===== config.mk =====
export PLATFORM = sky130hd
export DESIGN_NAME = fwd_history_bypass
export DESIGN_NICKNAME = d
export VERILOG_FILES = /design/src/rtl/fwd_history_bypass.sv
export SDC_FILE = /design/constraint.sdc
export NUM_CORES = 1
export LEC_CHECK = 0
export ABC_CLOCK_PERIOD_IN_PS = 4800
export BUFFER_PORTS_ARGS = -buffer_cell sky130_fd_sc_hd__buf_2
export CORE_MARGIN = 2
export CORE_UTILIZATION = 40
export DETAILED_ROUTE_END_ITERATION = 10
export GPL_ROUTABILITY_DRIVEN = 0
export PLACE_DENSITY = 0.76
export SYNTH_ARGS = -nofsm -noshare
export SYNTH_HDL_FRONTEND = slang
export SYNTH_SLANG_ARGS = --single-unit

===== constraint.sdc =====
create_clock -name clk -period 4.8 [get_ports clk]
set_clock_uncertainty 0.2 [all_clocks]
set_input_delay 0.48 -clock clk [delete_from_list [all_inputs] [get_ports clk]]
set_output_delay 0.48 -clock clk [all_outputs]
set_load 0.02 [all_outputs]

===== src/rtl/fwd_history_bypass.sv =====
// fwd_history_bypass
//   Operand forwarding for NPORTS register read ports. A shift-register
//   history keeps the last DEPTH register-file writebacks. Each port takes
//   the newest matching value from the live writeback or the history, and
//   otherwise falls back to the register-file read data. Resolution is
//   combinational with zero latency. Register 0 is never forwarded.
//
// Ports
//   clk        : clock; all state updates on the rising edge
//   rst        : synchronous active-high reset (clears history valids and hit counters)
//   flush      : invalidates every history entry; the same cycle's writeback is dropped
//   wb_we      : live writeback valid
//   wb_addr    : live writeback destination register
//   wb_data    : live writeback data
//   rd_addr    : per-port operand address, port p at [p*AW +: AW]
//   rd_regdata : per-port register-file read data, port p at [p*DW +: DW]
//   dout       : per-port resolved operand
//   fwd_hit    : per-port flag, 1 when dout comes from the live writeback or the history
//   fwd_src    : per-port source code, 4 bits each: 0 regfile, 1 live wb, 2+k history[k]
//   hit_cnt    : per-port saturating count of cycles with fwd_hit=1, CW bits each
module fwd_history_bypass #(
  parameter int DW     = 32,
  parameter int AW     = 5,
  parameter int DEPTH  = 2,
  parameter int NPORTS = 2,
  parameter int CW     = 16
) (
  input  logic                 clk,
  input  logic                 rst,
  input  logic                 flush,
  input  logic                 wb_we,
  input  logic [AW-1:0]        wb_addr,
  input  logic [DW-1:0]        wb_data,
  input  logic [NPORTS*AW-1:0] rd_addr,
  input  logic [NPORTS*DW-1:0] rd_regdata,
  output logic [NPORTS*DW-1:0] dout,
  output logic [NPORTS-1:0]    fwd_hit,
  output logic [NPORTS*4-1:0]  fwd_src,
  output logic [NPORTS*CW-1:0] hit_cnt
);

  logic          r_hist_v    [DEPTH];
  logic [AW-1:0] r_hist_addr [DEPTH];
  logic [DW-1:0] r_hist_data [DEPTH];
  logic [CW-1:0] r_hit_cnt   [NPORTS];

  logic          w_wb_cap;
  logic [AW-1:0] w_addr;

  function automatic logic [CW-1:0] sat_inc(input logic [CW-1:0] c);
    return (c == {CW{1'b1}}) ? c : c + CW'(1);
  endfunction

  // A writeback to r0 is never recorded, so history entries never hold r0.
  assign w_wb_cap = wb_we && (wb_addr != '0);

  // History valid bits: the only history state that reset and flush touch.
  always_ff @(posedge clk) begin
    if (rst || flush) begin
      for (int k = 0; k < DEPTH; k++) r_hist_v[k] <= 1'b0;
    end else begin
      r_hist_v[0] <= w_wb_cap;
      for (int k = 1; k < DEPTH; k++) r_hist_v[k] <= r_hist_v[k-1];
    end
  end

  // History address/data shift unconditionally; they only matter while valid.
  always_ff @(posedge clk) begin
    r_hist_addr[0] <= wb_addr;
    r_hist_data[0] <= wb_data;
    for (int k = 1; k < DEPTH; k++) begin
      r_hist_addr[k] <= r_hist_addr[k-1];
      r_hist_data[k] <= r_hist_data[k-1];
    end
  end

  // Per-port resolution: scan the history oldest-first so the newest match
  // overwrites the older ones, then let the live writeback override them all.
  always_comb begin
    dout    = rd_regdata;
    fwd_hit = '0;
    fwd_src = '0;
    w_addr  = '0;
    for (int p = 0; p < NPORTS; p++) begin
      w_addr = rd_addr[p*AW +: AW];
      for (int k = DEPTH - 1; k >= 0; k--) begin
        if (r_hist_v[k] && (r_hist_addr[k] == w_addr) && (w_addr != '0)) begin
          dout[p*DW +: DW] = r_hist_data[k];
          fwd_hit[p]       = 1'b1;
          fwd_src[p*4 +: 4] = 4'(k + 2);
        end
      end
      if (wb_we && (wb_addr == w_addr) && (w_addr != '0)) begin
        dout[p*DW +: DW]  = wb_data;
        fwd_hit[p]        = 1'b1;
        fwd_src[p*4 +: 4] = 4'd1;
      end
    end
  end

  // Hit counters sample this cycle's combinational fwd_hit.
  always_ff @(posedge clk) begin
    for (int p = 0; p < NPORTS; p++) begin
      if (rst) begin
        r_hit_cnt[p] <= '0;
      end else if (fwd_hit[p]) begin
        r_hit_cnt[p] <= sat_inc(r_hit_cnt[p]);
      end
    end
  end

  always_comb begin
    hit_cnt = '0;
    for (int p = 0; p < NPORTS; p++) hit_cnt[p*CW +: CW] = r_hit_cnt[p];
  end

endmodule


==> implementation parameters <==
Parameter                              Value

Status
  Run status    finished clean

Placed design
  Number of port buffers    216
  Post-Place Cell Area    slightly above 7000 um2
  Detailed-placement wirelength estimate    14100 um
  Post-placement cell count    between 1000 and 1500
  Worst setup timing slack at the placement stage    around 1.0 ns

Clock network
  CTS Buffer Depth    2
  Clock root buffer master    sky130_fd_sc_hd__clkbuf_16
  Insertion delay of the later-clocked pin in the worst-skew pair    ~0.36 ns
  CTS Hold Bufs    0
  Clock input transition at the sequential cells of the worst setup and hold paths    roughly 0.070 ns
  CTS Sinks    between 100 and 150
  Resized Gates After CTS    0
  H-tree lvl count    3
  TritonCTS buffer count    9
  TritonCTS clock tree    built
  Buffer count from post-CTS setup fixing    0

Worst setup path
  WP data arrival    roughly 3.1 ns
  Crit start category    input port
  Family with the most delay on the worst path    simple AND/OR/NAND/NOR gates
  Class of the most critical setup path    input port to output port
  Highest cell delay on the worst timing path    ~0.68 ns
  Endpoint kind of the worst setup timing path    output port
  Maximum net fanout on the critical path    21
  Critical-path cell list    buf_2 -> or4_1 -> o211ai_4 -> buf_4 -> or2_1 -> buf_4 -> o21ai_0 -> o21ai_1 -> buf_2
  Cell with the biggest individual delay on the critical path    sky130_fd_sc_hd__or4_1
  Data required, critical path    4.12 ns
  Total buffers and inverters traversed by the critical path    4

Layout
  Sequential cell area    2480 um2
  # fillers    ~1400
  Design area    roughly 7600 um2
  Post-route core utilization    between 50% and 60%
  Area growth, synth to finish    25.2%
  Non-filler instance count after layout    between 1000 and 1500
  Commonest non-fill, non-tap cells in the layout    sky130_fd_sc_hd__buf_2 (216), sky130_fd_sc_hd__nor2_1 (81), sky130_fd_sc_hd__nor3_1 (79)
  Multi-input combinational cell area    about 3200 um2
  Final #Nets    1018
  Proportion of layout cells with a drive suffix above 1    between 20% and 30%
  Antenna diode count    0
  Most common cell after layout, fill and taps aside    sky130_fd_sc_hd__buf_2

Power and ir drop
  Power density over cell area    282 nW/um2
  Leakage power    roughly 3.1 nW
  IR Drop Worst-Case VDD    0.000149 V
  Post-route total power    around 2.1 mW

Yosys
  Number of warning messages in the yosys log    0
  Register bit total from synthesis    around 110
  Netlist cell types    47
  Sequential-to-total area share from yosys stat    41.1%
  Summed instance area of the synthesized netlist    between 6000 and 7000 um2
  Post-synthesis cell count    just over 700
  Mean Syn Cell Area    ~8.6 um2

Detailed routing
  Number of vias per cell    approximately 5.6
  Avg WL per Cell    18.0 um
  # DRC    0
  DRC violation total after the first TritonRoute iteration    approximately 400
  Via count    6082
  Wire length after detailed routing    a little under 20000 um
  Number of detailed-route iterations in the first pass    5
  Post-DRT Antenna Nets    0

STA
  Worst Setup Slack, final    a little under 1 ns
  Total setup violations reported at the end of the flow    0
  Setup TNS    0 ns
  Maximum frequency from static timing analysis    262 MHz
  Final critical delay including setup and external delays    approximately 3.8 ns
  Count of final hold-check violations    0
  Final Max Slew Viols    0
  Final hold slack    around 0.043 ns
  Final cycle utilization of the critical path    between 70% and 80%
  Transition time at the pin with the least slew margin    between 0.8 and 0.9 ns
  Setup repair after global routing missed its margin    false
  Remaining max-slew budget at the tightest pin    a little over two fifths

Flow run
  Max cap viols    0

Global routing
  Pin count of the biggest net entering global routing    35
  Layer carrying the most global-route usage    met2
  Wire length of the first global-routing pass    between 30000 and 40000 um
  Met3 routing resource usage after global routing    between 5 and 6%
  Vias in the first global route    between 5000 and 6000
  GRT overflow    0
  Total routing resource utilization after global routing    around 24%
  Met1 GRT Util    ~31%
  Initial antenna violation count    0
  Met2 usage    between 40% and 50%

Floorplan
  Area of the core    14600 um2
  Num ports    roughly 220
  Die Outline Area    between 15000 and 20000 um2
  Die X-Extent    ~130 um
  Initial core utilization    between 40% and 50%
  FP Rows    44
  Overall die height    ~130 um

Hold path
  Path category of the worst min-delay check    input port to flop
## registers in the layout (all words and copies together) (netlist names)
signal	flops
r_hist_data	64
r_hist_v	2
r_hit_cnt	32
r_hist_addr	10
## Yosys cell counts, drive strengths merged
cell	n	share of area [%]
or2	2	0.21
o21a	1	0.12
a211o	1	0.14
nor2	83	5.3
inv	38	2.4
and3	10	1.0
nor4	1	0.10
clkbuf	32	2.0
a22o	1	0.14
nor2b	1	0.10
a21oi	2	0.17
ha	2	0.41
and2	1	0.10
o2bb2ai	40	5.8
or3	3	0.31
nand2	51	3.2
o211ai	4	1.1
o21ai	50	4.1
conb	1	0.062
and4	2	0.29
a211oi	46	5.7
o31ai	5	1.1
o211a	4	0.66
xnor2	45	6.5
dfxtp	76	25
nand4	7	0.72
edfxtp	32	16
nor3b	1	0.12
or4	3	0.43
nand3	14	1.2
a311oi	14	2.0
buf	23	2.3
nor3	85	7.7
xor2	13	1.9
a21boi	11	1.4
nor4b	1	0.14
## metal layers
layer	vias to the layer above	part of all wire, %	wire [um]
met1	2838	42	8320
met5	-	0	0
met3	34	7.5	1470
li1	2920	-	-
met2	290	48	9370
met4	0	2.3	456
## final timing paths
check	startpoint	endpoint	slack [ns]	depth (start not counted)
setup / recovery	rd_addr[6]	dout[48]	0.98	9
hold / removal	wb_data[11]	r_hist_data[0][11]	0.04	1
setup reg to reg	r_hist_v[0][1]	r_hit_cnt[0][12]	1.98	6
hold reg to reg	r_hist_data[0][15]	r_hist_data[0][47]	0.16	0
## worst reg2reg max path, delay by kind of cell (launching register included)
family	cells	cell delay (ns)
DFF	1	0.87
buffers and inverters	3	0.81
and+or+nand+nor	2	0.49
AOI/OAI and AO/OA	1	0.15
## cells by family after synthesis
logic type / synth area share, %
AOI/OAI and AO/OA: 22.5
xor gates and xnor gates: 8.40
adders and majority gates: 0.414
buffers and inverters: 6.71
DFF: 41.1
other: 0.0620
and+or+nand+nor: 20.9
## final cells by class
type	count	share of cell area [%]
tap	184	3.04
multi-input combinational	508	42.1
inverter	38	1.88
clock buffer	11	3.34
timing repair buffer	236	16.3
clock inverter	5	0.546
sequential	108	32.8
## where the power goes
part,switching (mW),internal [mW]
Combinational,0.229,0.141
Clock,0.341,0.404
Sequential,0.0360,0.984
No activity file was read; power rests on OpenSTA's default activity.
